**config.mk**
```make
export PLATFORM = sky130hd
export DESIGN_NAME = compare_match_scorer_flat
export DESIGN_NICKNAME = d
export VERILOG_FILES = /design/src/rtl/compare_match_scorer_if.sv /design/src/rtl/compare_match_scorer.sv /design/src/flat_wrapper.sv
export SDC_FILE = /design/constraint.sdc
export NUM_CORES = 1
export LEC_CHECK = 0
export CORE_MARGIN = 5
export CORE_UTILIZATION = 41
export DETAILED_ROUTE_END_ITERATION = 10
export GPL_TIMING_DRIVEN = 1
export PLACE_DENSITY = 0.7
export SETUP_SLACK_MARGIN = 0.15
export SYNTH_ARGS = -nofsm -noshare
export SYNTH_HDL_FRONTEND = slang
export SYNTH_SLANG_ARGS = --single-unit
```
**constraint.sdc**
```tcl
create_clock -name clk -period 7.6 [get_ports clk]
set_input_delay 1.52 -clock clk [delete_from_list [all_inputs] [get_ports clk]]
set_output_delay 1.52 -clock clk [all_outputs]
set_load 0.02 [all_outputs]
```
**src/rtl/compare_match_scorer_if.sv**
```systemverilog
// rtl/compare_match_scorer_if.sv - comparator sample / match score bundle for compare_match_scorer
interface compare_match_scorer_if #(
  parameter int CNT_W = 4
);
  logic             start;
  logic             sample_valid;
  logic             a_big;
  logic             b_big;
  logic             equal;
  logic [CNT_W-1:0] a_score;
  logic [CNT_W-1:0] b_score;
  logic [CNT_W-1:0] tie_count;
  logic [CNT_W-1:0] round_idx;
  logic             busy;
  logic             done;
  logic [1:0]       winner;
  logic             err;

  // Master drives control and comparator samples, observes the score
  modport master (
    output start, sample_valid, a_big, b_big, equal,
    input  a_score, b_score, tie_count, round_idx, busy, done, winner, err
  );

  // Slave is the scorer itself
  modport slave (
    input  start, sample_valid, a_big, b_big, equal,
    output a_score, b_score, tie_count, round_idx, busy, done, winner, err
  );
endinterface

```
**src/rtl/compare_match_scorer.sv**
```systemverilog
// rtl/compare_match_scorer.sv - best-of-ROUNDS match scorer fed by a one-hot comparator result
module compare_match_scorer #(
  parameter int ROUNDS = 5,
  parameter int CNT_W  = 4
) (
  input  logic                  clk,
  input  logic                  rst,
  compare_match_scorer_if.slave bus
);

  typedef enum logic [1:0] {
    S_IDLE = 2'd0,
    S_PLAY = 2'd1,
    S_DONE = 2'd2
  } state_t;

  // A side has won outright once it holds a strict majority of all rounds
  localparam logic [CNT_W-1:0] WIN_C    = CNT_W'(ROUNDS / 2 + 1);
  localparam logic [CNT_W-1:0] ROUNDS_C = CNT_W'(ROUNDS);

  state_t           state_q, state_d;
  logic [CNT_W-1:0] a_q, a_d;
  logic [CNT_W-1:0] b_q, b_d;
  logic [CNT_W-1:0] tie_q, tie_d;
  logic [CNT_W-1:0] rnd_q, rnd_d;
  logic [1:0]       winner_q, winner_d;
  logic             err_q, err_d;
  logic             busy_q;
  logic             done_q;

  // Next state, score updates and the early/round-limit decision on the new counts
  always_comb begin
    state_d  = state_q;
    a_d      = a_q;
    b_d      = b_q;
    tie_d    = tie_q;
    rnd_d    = rnd_q;
    winner_d = winner_q;
    err_d    = err_q;
    case (state_q)
      S_IDLE, S_DONE: begin
        // A sample arriving alongside start is dropped; only the clear happens
        if (bus.start) begin
          state_d  = S_PLAY;
          a_d      = '0;
          b_d      = '0;
          tie_d    = '0;
          rnd_d    = '0;
          winner_d = 2'b00;
          err_d    = 1'b0;
        end
      end
      S_PLAY: begin
        if (bus.sample_valid) begin
          case ({bus.a_big, bus.b_big, bus.equal})
            3'b100: begin
              a_d   = a_q + 1'b1;
              rnd_d = rnd_q + 1'b1;
            end
            3'b010: begin
              b_d   = b_q + 1'b1;
              rnd_d = rnd_q + 1'b1;
            end
            3'b001: begin
              tie_d = tie_q + 1'b1;
              rnd_d = rnd_q + 1'b1;
            end
            default: err_d = 1'b1;
          endcase
        end
        if (a_d >= WIN_C) begin
          state_d  = S_DONE;
          winner_d = 2'b01;
        end else if (b_d >= WIN_C) begin
          state_d  = S_DONE;
          winner_d = 2'b10;
        end else if (rnd_d == ROUNDS_C) begin
          state_d = S_DONE;
          if (a_d > b_d) begin
            winner_d = 2'b01;
          end else if (b_d > a_d) begin
            winner_d = 2'b10;
          end else begin
            winner_d = 2'b11;
          end
        end
      end
      default: state_d = S_IDLE;
    endcase
  end

  // State and output registers; busy/done follow the state being entered
  always_ff @(posedge clk) begin
    if (rst) begin
      state_q  <= S_IDLE;
      a_q      <= '0;
      b_q      <= '0;
      tie_q    <= '0;
      rnd_q    <= '0;
      winner_q <= 2'b00;
      err_q    <= 1'b0;
      busy_q   <= 1'b0;
      done_q   <= 1'b0;
    end else begin
      state_q  <= state_d;
      a_q      <= a_d;
      b_q      <= b_d;
      tie_q    <= tie_d;
      rnd_q    <= rnd_d;
      winner_q <= winner_d;
      err_q    <= err_d;
      busy_q   <= (state_d == S_PLAY);
      done_q   <= (state_d == S_DONE);
    end
  end

  assign bus.a_score   = a_q;
  assign bus.b_score   = b_q;
  assign bus.tie_count = tie_q;
  assign bus.round_idx = rnd_q;
  assign bus.busy      = busy_q;
  assign bus.done      = done_q;
  assign bus.winner    = winner_q;
  assign bus.err       = err_q;

endmodule

```
**src/flat_wrapper.sv**
```systemverilog
// flat-port wrapper written by rule: the top's interface ports become plain ports
module compare_match_scorer_flat 
#(
  parameter int ROUNDS = 5,
  parameter int CNT_W  = 4
)
  (clk, rst, bus_start, bus_sample_valid, bus_a_big, bus_b_big, bus_equal, bus_a_score, bus_b_score, bus_tie_count, bus_round_idx, bus_busy, bus_done, bus_winner, bus_err);
  compare_match_scorer_if #(.CNT_W(CNT_W)) bus_i ();
  input  logic clk;
  input  logic rst;
  input wire logic [$bits(bus_i.start)-1:0] bus_start;
  input wire logic [$bits(bus_i.sample_valid)-1:0] bus_sample_valid;
  input wire logic [$bits(bus_i.a_big)-1:0] bus_a_big;
  input wire logic [$bits(bus_i.b_big)-1:0] bus_b_big;
  input wire logic [$bits(bus_i.equal)-1:0] bus_equal;
  output wire logic [$bits(bus_i.a_score)-1:0] bus_a_score;
  output wire logic [$bits(bus_i.b_score)-1:0] bus_b_score;
  output wire logic [$bits(bus_i.tie_count)-1:0] bus_tie_count;
  output wire logic [$bits(bus_i.round_idx)-1:0] bus_round_idx;
  output wire logic [$bits(bus_i.busy)-1:0] bus_busy;
  output wire logic [$bits(bus_i.done)-1:0] bus_done;
  output wire logic [$bits(bus_i.winner)-1:0] bus_winner;
  output wire logic [$bits(bus_i.err)-1:0] bus_err;
  assign bus_i.start = bus_start;
  assign bus_i.sample_valid = bus_sample_valid;
  assign bus_i.a_big = bus_a_big;
  assign bus_i.b_big = bus_b_big;
  assign bus_i.equal = bus_equal;
  assign bus_a_score = bus_i.a_score;
  assign bus_b_score = bus_i.b_score;
  assign bus_tie_count = bus_i.tie_count;
  assign bus_round_idx = bus_i.round_idx;
  assign bus_busy = bus_i.busy;
  assign bus_done = bus_i.done;
  assign bus_winner = bus_i.winner;
  assign bus_err = bus_i.err;
  compare_match_scorer #(.ROUNDS(ROUNDS), .CNT_W(CNT_W)) u_core (.clk(clk), .rst(rst), .bus(bus_i));
endmodule
```
==> impl_metrics.ini, run 1 <==
[die]
core_area_um2 = 3360
rows = 21
dieArea_um2 = 4820
start_util = 0.430
die_x_um = 69.4
ios = 28
die_h_um = 69.4

[final_layout]
drive_gt1_frac = 0.0777
diodes = 0
syn_to_final_growth_pct = 21.7
seq_area_um2 = 460
final_net_count = 208
multi_input_area_um2 = 937
final_area_um2 = 1760
fill_cells = 330
instances_no_fill = 239

[setup_path]
reg2reg_to = u_core.bus.winner[0]
critPathMaxFanout = 8
r2r-start = u_core.bus.b_score[0]
reg2reg_depth = 8
cp-end-kind = flip-flop
worstPathRequired_ns = 7.83
crit_type = primary input to flip-flop
rrSetupSlack_ns = 5.17
startpoint = bus_equal
start_kind = primary input
worstPathArrival_ns = 4.18

[routing]
post_drt_wl_per_cell_um = 13.9
drcViolationCount = 0
viasPerCell = 5.48
wl_met2_um = 1550
drt_iter0_drc = 52
met3_length_um = 155
wl_um = 3330
num_vias = 1310
wl_met1_um = 1590
detail-route-antenna-nets = 0
top_layer = met4
drtPass1Iterations = 4

[logic_synthesis]
synth_top_area_share = 0.318
synth_most_common_cell = nor2_1
yosysTopAreaCell = dfxtp_1
netlist_top_cells_area = dfxtp_1 32%, nor2_1 6.7%, ha_1 6.1%
yosys-top-cells-count = 26 x nor2_1, 23 x dfxtp_1, 16 x nand2_1
synth_seq_cells = 23
synth.distinct_cells = 46
ys_seq_area_frac = 0.318
synth.avg_cell_area_um2 = 8.51
synthFlopType = dfxtp_1
syn_nets = 184
postSynth.asyncResetShare = 0
synth_warnings = 0
syn_inst = 170
syn_area_um2 = 1450
synth_edf_count = 0

[sta]
slew_headroom = 0.444
finalHoldViolations = 0
tightest_slew_ns = 0.832
rsz0062_at_grt = no
skew_ns = 0.00639
setup_viol = 0
setup_tns_ns = 0
period_minus_slack_ns = 3.95
max_freq_ghz = 0.253
slew_viol_final = 0
timing.final.crit_share = 0.520
hold_slack_ns = 0.494

[place]
place_area_um2 = 1730
dp.final_hpwl_um = 2360
io_buffer_count = 27
routabilityCongestion = 0.788
dpl.cell_count = 235

[clock_tree]
clk-insertion-delay-late_ns = 0.32
cts.sinks = 23
cts_tree = built
postCtsSetupBuffers = 0
cts_resized = 0
path_clk_slew_ns = 0.13
cts_max_path_buffers = 2
clock-root-buffer = clkbuf_4
ctsHoldBuffers = 0
htree_levels = 1
numCtsBuffers = 3

[global_routing]
grt_pass1_wl_um = 5760
grt_max_degree = 24
grt.total_usage = 0.143
overflow = 0
antenna_found_initial = 0
grt_pass1_vias = 1285

[status]
outcome = finished, final reports clean

[flow_run]
cap_viol_max_count = 0

[power]
p_total_uw = 221
p_leak_uw = 0.000652
cellPowerDensity_nw_per_um2 = 126
ir_worst_vdd_v = 0.0000720

[hold_path]
hold_path_end = u_core.bus.winner[1]
holdPathStages = 2
hold_path.class = flip-flop to flip-flop
min_from = u_core.bus.winner[1]
## critical path, cell delays in order
cell and delay, ns:
clkdlybuf4s50_1 0.52, and4bb_1 0.52, nand4_1 0.21, xnor2_1 0.18, ha_1 0.30, and3_1 0.20
o21ai_0 0.10, nand2_1 0.08, and4b_2 0.21, or3_1 0.33
## cell families after synthesis
group                      synth area share
DFF                                   0.318
muxes                                0.0320
adders and majority gates            0.0606
and+or+nand+nor                       0.265
xor gates and xnor gates             0.0727
buffers and inverters                0.0337
AOI/OAI and AO/OA                     0.218
## registers in the layout, indices dropped and copies added (netlist names)
| register | cells |
|---|---|
| u_core.bus.b_score | 4 |
| u_core.bus.done | 1 |
| u_core.bus.err | 1 |
| u_core.bus.tie_count | 4 |
| u_core.bus.a_score | 4 |
| u_core.bus.round_idx | 4 |
| u_core.state_q | 2 |
| u_core.bus.winner | 2 |
| u_core.bus.busy | 1 |
## metrics by stage
step,util,setup slack [ns]
finish,0.523,3.65
global route,0.523,3.52
CTS,0.523,3.67
detailed placement,0.515,3.31
global placement,0.515,3.39
floorplan,-,4.10
## cell type report
type | instances | share of cell area
multi-input combinational | 137 | 0.532
sequential | 23 | 0.262
timing repair buffer | 27 | 0.154
tap | 46 | 0.0327
clock buffer | 3 | 0.0128
inverter | 2 | 0.00426
clock inverter | 1 | 0.00284
## power by group
group / switching, µW / total, µW / internal (µW)
clock: 38.9 / 58.7 / 19.8
combinational: 22.8 / 37.3 / 14.5
sequential: 2.24 / 125 / 123
total: 64.0 / 221 / 157
## metal layers
layer | vias to the layer above | GRT usage
met5 | - | 0
met4 | 0 | 0.0477
met3 | 6 | 0.0406
met2 | 26 | 0.242
met1 | 616 | 0.172
li1 | 662 | -
## worst max path at each step
stage | to | slack [ns] | depth (start not counted)
4_1_cts | u_core.bus.winner[0] | 3.67 | 10
3_5_place_dp | u_core.bus.winner[0] | 3.31 | 10
2_1_floorplan | u_core.bus.winner[0] | 4.10 | 10
5_1_grt | u_core.bus.winner[0] | 3.52 | 10
6_report | u_core.bus.winner[0] | 3.65 | 10
3_3_place_gp | u_core.bus.winner[0] | 3.39 | 10
## cells in the final DEF, fill, tap and decap left out, drive strengths merged, types with 2 or more instances in the layout
cell type,n
clkdlybuf4s50,27
nor2,26
dfxtp,23
nand2,16
a21oi,13
o21ai,8
xor2,7
a22oi,7
ha,7
nand2b,6
xnor2,5
nand4,4
nor2b,3
clkbuf,3
mux2i,2
inv,2
nand3b,2
nor3,2
a311oi,2
a21o,2
or3,2
and4bb,2
mux2,2
nor4,2
No activity file was read; power rests on OpenSTA's default activity.
==> inputs of run 2 (changes only) <==
- PLACE_DENSITY: 0.7 -> 0.72
- clock period: 7.6 -> 3.6 ns (I/O delays scaled with it)
==> run 2 against run 1 <==
Net effect:
- critical path depth is the same
- clock power up 110%
- utilization increased by 0.63 points
- non-clock buffer count rose by 3
- largest power group unchanged
==> impl_metrics.ini, run 2 (synthesized netlist as in run 1, its figures left out) <==
[die]
start_util = 0.430
rows = 21
die_x_um = 69.4
die_h_um = 69.4
dieArea_um2 = 4820
ios = 28
core_area_um2 = 3360

[power]
ir_worst_vdd_v = 0.000242
p_leak_uw = 0.000665
cellPowerDensity_nw_per_um2 = 263

[setup_path]
worstPathRequired_ns = 3.81
worstPathArrival_ns = 3.27
path_buf_inv = 1
start_kind = primary input
crit_type = primary input to flip-flop
rrSetupSlack_ns = 1.19
cpMaxStageDelayCell = clkdlybuf4s50_1
critPathMaxFanout = 8
critPathMaxStageDelay_ns = 0.52
r2r-start = u_core.bus.b_score[0]
cp-end-kind = flip-flop
worstPathCellList = clkdlybuf4s50_1, and4bb_2, nand4_1, xor2_1, ha_1, and3_1, o21ai_0, nand2_1, and4b_2, or3_1
cpLargestDelayFamily = simple AND/OR/NAND/NOR gates
startpoint = bus_equal

[sta]
rsz0062_at_grt = no
max_freq_ghz = 0.327
hold_slack_ns = 0.496
finalHoldViolations = 0
slew_headroom = 0.511
timing.final.crit_share = 0.850
setup_tns_ns = 0
tightest_slew_ns = 0.733
period_minus_slack_ns = 3.06
skew_ns = 0.00638
setup_viol = 0
slew_viol_final = 0

[clock_tree]
cts_tree = built
htree_levels = 1
path_clk_slew_ns = 0.12
clock-root-buffer = clkbuf_4
postCtsSetupBuffers = 0
cts.sinks = 23
cts_resized = 0
cts_max_path_buffers = 2
numCtsBuffers = 3
ctsHoldBuffers = 0
clk-insertion-delay-late_ns = 0.31

[global_routing]
antenna_found_initial = 0
overflow = 0
grt_max_degree = 18
grt.total_usage = 0.143
grt_pass1_wl_um = 5840
grt_pass1_vias = 1301

[routing]
num_vias = 1346
wl_um = 3370
drcViolationCount = 0
detail-route-antenna-nets = 0
post_drt_wl_per_cell_um = 13.9
drt_iter0_drc = 85
drtPass1Iterations = 4
viasPerCell = 5.56

[hold_path]
min_from = u_core.bus.winner[1]
hold_path.class = flip-flop to flip-flop

[final_layout]
syn_to_final_growth_pct = 23.2
final_net_count = 211
layout_commonest_cell = clkdlybuf4s50_1
drive_gt1_frac = 0.0867
final_util = 0.530
instances_no_fill = 242
diodes = 0
final_cell_mix = 27 x clkdlybuf4s50_1, 26 x nor2_1, 23 x dfxtp_1

[flow_run]
cap_viol_max_count = 0

[place]
dpl.cell_count = 238
dp.final_hpwl_um = 2560
routabilityCongestion = 0.931
io_buffer_count = 27

[status]
outcome = finished, final reports clean
==> run 2: cell types whose count changed in the layout (fill, tap and decap cells not counted), sizes merged <==
| cell | previous run | this run |
|---|---|---|
| clkinv | 1 | 0 |
| clkbuf | 3 | 4 |
| buf | 0 | 3 |
==> run 2: layer usage <==
layer / track usage / share of wire
met3: 0.0449 / 0.045
met2: 0.242 / 0.47
met4: 0.0434 / 0.014
met1: 0.172 / 0.47
met5: 0 / 0
==> run 2: area by class of cell <==
cell class	count	area [µm²]
well taps	46	57.6
fillers	357	1580
inverters	2	7.51
flip-flops and latches	23	460
clock buffers	4	26.3
multi-input cells	137	937
repair buffers	30	293
==> run 2: worst paths after layout <==
path,cells after the start,endpoint
hold reg to reg,2,u_core.bus.winner[1]
setup reg to reg,8,u_core.bus.winner[0]
hold / removal,2,u_core.bus.winner[1]
setup / recovery,10,u_core.bus.winner[0]
==> run 2: stage by stage <==
stage                     cell area (µm²)  setup WS (ns)  total power [µW]
after CTS                            1780          0.578               473
after floorplan                      1450          0.898               321
final                                1780          0.540               468
after global routing                 1780          0.401               496
after detailed placement             1760          0.230               351
after global placement               1760          0.296               348
==> run 2: tightest hold or removal path, delay by kind of cell, from the launching register on <==
| family | cells | cell delay (ns) |
|---|---|---|
| flip-flops | 1 | 0.33 |
| AO/OA/AOI/OAI | 1 | 0.08 |
| buffers and inverters | 1 | 0.06 |
==> run 2: power breakdown <==
group,switching [µW],internal [µW],total (µW)
Clock,79.6,43.3,123
Sequential,4.43,259,264
Combinational,49.1,32.9,82.0
Total,133,335,468
==> inputs of run 3 (changes only) <==
- PLACE_DENSITY: 0.72 -> 0.7
- clock period: 3.6 -> 3.05 ns (I/O delays scaled with it)
==> run 3 against run 2 <==
Net effect:
- non-clock buffer count grew 13
- clock power rose by 20%
- register-to-register slack lost 0.58 ns
- largest cell class unchanged
- final cell count is 5.4% higher
- sequential power rose by 18%
- routed wire length grew 2.2%
- clock skew decreased by 0.0012 ns
- hold slack is essentially flat
- via count rose by 1.9%
- clock-buffer cell count shrank 1
- worst setup slack lost 0.27 ns
- critical endpoint unchanged
- power rose by 20%
==> impl_metrics.ini, run 3 (synthesized netlist as in run 1, its figures left out) <==
[setup_path]
critPathMaxFanout = 5
reg2reg_depth = 9
start_kind = primary input
reg2reg_to = u_core.bus.winner[0]
cpMaxStageDelayCell = clkdlybuf4s50_1
critPathMaxStageDelay_ns = 0.46
worstPathArrival_ns = 3.00
r2r-start = u_core.bus.b_score[0]
cp-end-kind = flip-flop
cpLargestDelayFamily = simple AND/OR/NAND/NOR gates
crit_type = primary input to flip-flop
rrSetupSlack_ns = 0.61
worstPathCellList = clkdlybuf4s50_1, and4bb_2, nand4_1, xnor2_1, ha_1, and3_1, o21ai_0, nand2_1, and4b_2, or3_1
path_buf_inv = 1
worstPathRequired_ns = 3.27

[sta]
period_minus_slack_ns = 2.78
setup_viol = 0
tightest_slew_ns = 0.684
slew_viol_final = 0
slew_headroom = 0.544
timing.final.crit_share = 0.912
finalHoldViolations = 0
max_freq_ghz = 0.360
skew_ns = 0.00515
rsz0062_at_grt = no

[die]
dieArea_um2 = 4820
die_h_um = 69.4
start_util = 0.430
die_x_um = 69.4
core_area_um2 = 3360
rows = 21
ios = 28

[global_routing]
antenna_found_initial = 0
grt_pass1_wl_um = 5890
grt_max_degree = 18
overflow = 0
grt.total_usage = 0.145
grt_pass1_vias = 1400

[routing]
drcViolationCount = 0
wl_um = 3450
viasPerCell = 5.38
detail-route-antenna-nets = 0
num_vias = 1372
drtPass1Iterations = 4
post_drt_wl_per_cell_um = 13.5
drt_iter0_drc = 39

[place]
dp.final_hpwl_um = 2600
place_area_um2 = 1850
io_buffer_count = 27
routabilityCongestion = 0.886

[hold_path]
min_from = u_core.bus.winner[1]
hold_path.class = flip-flop to flip-flop
hold_path_end = u_core.bus.winner[1]
holdPathStages = 2

[power]
p_leak_uw = 0.000747
ir_worst_vdd_v = 0.000221
p_total_uw = 561
cellPowerDensity_nw_per_um2 = 297

[clock_tree]
path_clk_slew_ns = 0.13
numCtsBuffers = 3
cts.sinks = 23
cts_max_path_buffers = 2
clk-insertion-delay-late_ns = 0.32
cts_tree = built
clock-root-buffer = clkbuf_4
htree_levels = 1

[final_layout]
drive_gt1_frac = 0.153
diodes = 0
syn_to_final_growth_pct = 30.4
layout_commonest_cell = nor2_1
final_cell_mix = 26 x nor2_1, 25 x clkdlybuf4s50_1, 23 x dfxtp_1
final_area_um2 = 1890
final_net_count = 224

[status]
outcome = finished, final reports clean

[flow_run]
cap_viol_max_count = 0
[run 3: cell types whose count changed in the layout (fill, tap and decap cells not counted), sizes merged]
cell,before,now
clkinv,0,1
clkbuf,4,3
dlymetal6s2s,0,2
clkdlybuf4s50,27,25
buf,3,16
[run 3: worst max path at each step]
stage                     startpoint  cells past startpoint              endpoint  slack [ns]
after floorplan            bus_a_big                     10  u_core.bus.winner[0]        0.46
after global placement     bus_a_big                     10  u_core.bus.winner[0]       -0.07
after detailed placement   bus_a_big                     10  u_core.bus.winner[0]       -0.13
after CTS                  bus_a_big                     10  u_core.bus.winner[0]        0.21
after global routing       bus_equal                     10  u_core.bus.winner[0]        0.15
final                      bus_equal                     10  u_core.bus.winner[0]        0.27
[run 3: area by class of cell]
class / count / area, µm²
multi-input cells: 137 / 937
clock buffers: 3 / 22.5
clock inverters: 1 / 5.00
repair buffers: 43 / 395
well taps: 46 / 57.6
fillers: 354 / 1480
flip-flops and latches: 23 / 460
inverters: 2 / 7.51
[run 3: metal layers]
layer | track usage | vias to the layer above | wire length [µm]
met5 | 0 | - | 0
met4 | 0.0651 | 0 | 73
met3 | 0.0507 | 9 | 160
met2 | 0.245 | 28 | 1600
met1 | 0.164 | 637 | 1610
li1 | - | 698 | -
[run 3: what timing repair did]
item / CTS / global route
setup buffers: 0 / 1
gates resized for setup: 0 / 3
setup endpoints to repair: 0 / 1
hold buffers: 0 / 0
[run 3: worst register-to-register path, cell delays in order, from the launching register on]
cell	delay (ns)
dfxtp_1	0.58
ha_1	0.26
nand2_1	0.08
xnor2_1	0.22
ha_1	0.29
and3_1	0.18
o21ai_0	0.10
nand2_1	0.08
and4b_2	0.21
or3_1	0.33
[run 3: power by group]
group          switching [µW]  internal [µW]
clock                    97.8           49.3
sequential               5.34            306
combinational            59.5           43.0
total                     163            398
[run 3: stage by stage]
stage	utilization	std cells	hold slack (ns)	setup TNS, ns	worst slack, ns
after floorplan	-	170	0.467	0	0.458
after global placement	0.549	250	0.462	-0.0655	-0.0655
after detailed placement	0.549	250	0.474	-0.134	-0.134
after CTS	0.557	254	0.500	0	0.207
after global routing	0.561	255	0.540	0	0.153
final	0.561	255	0.496	0	0.269
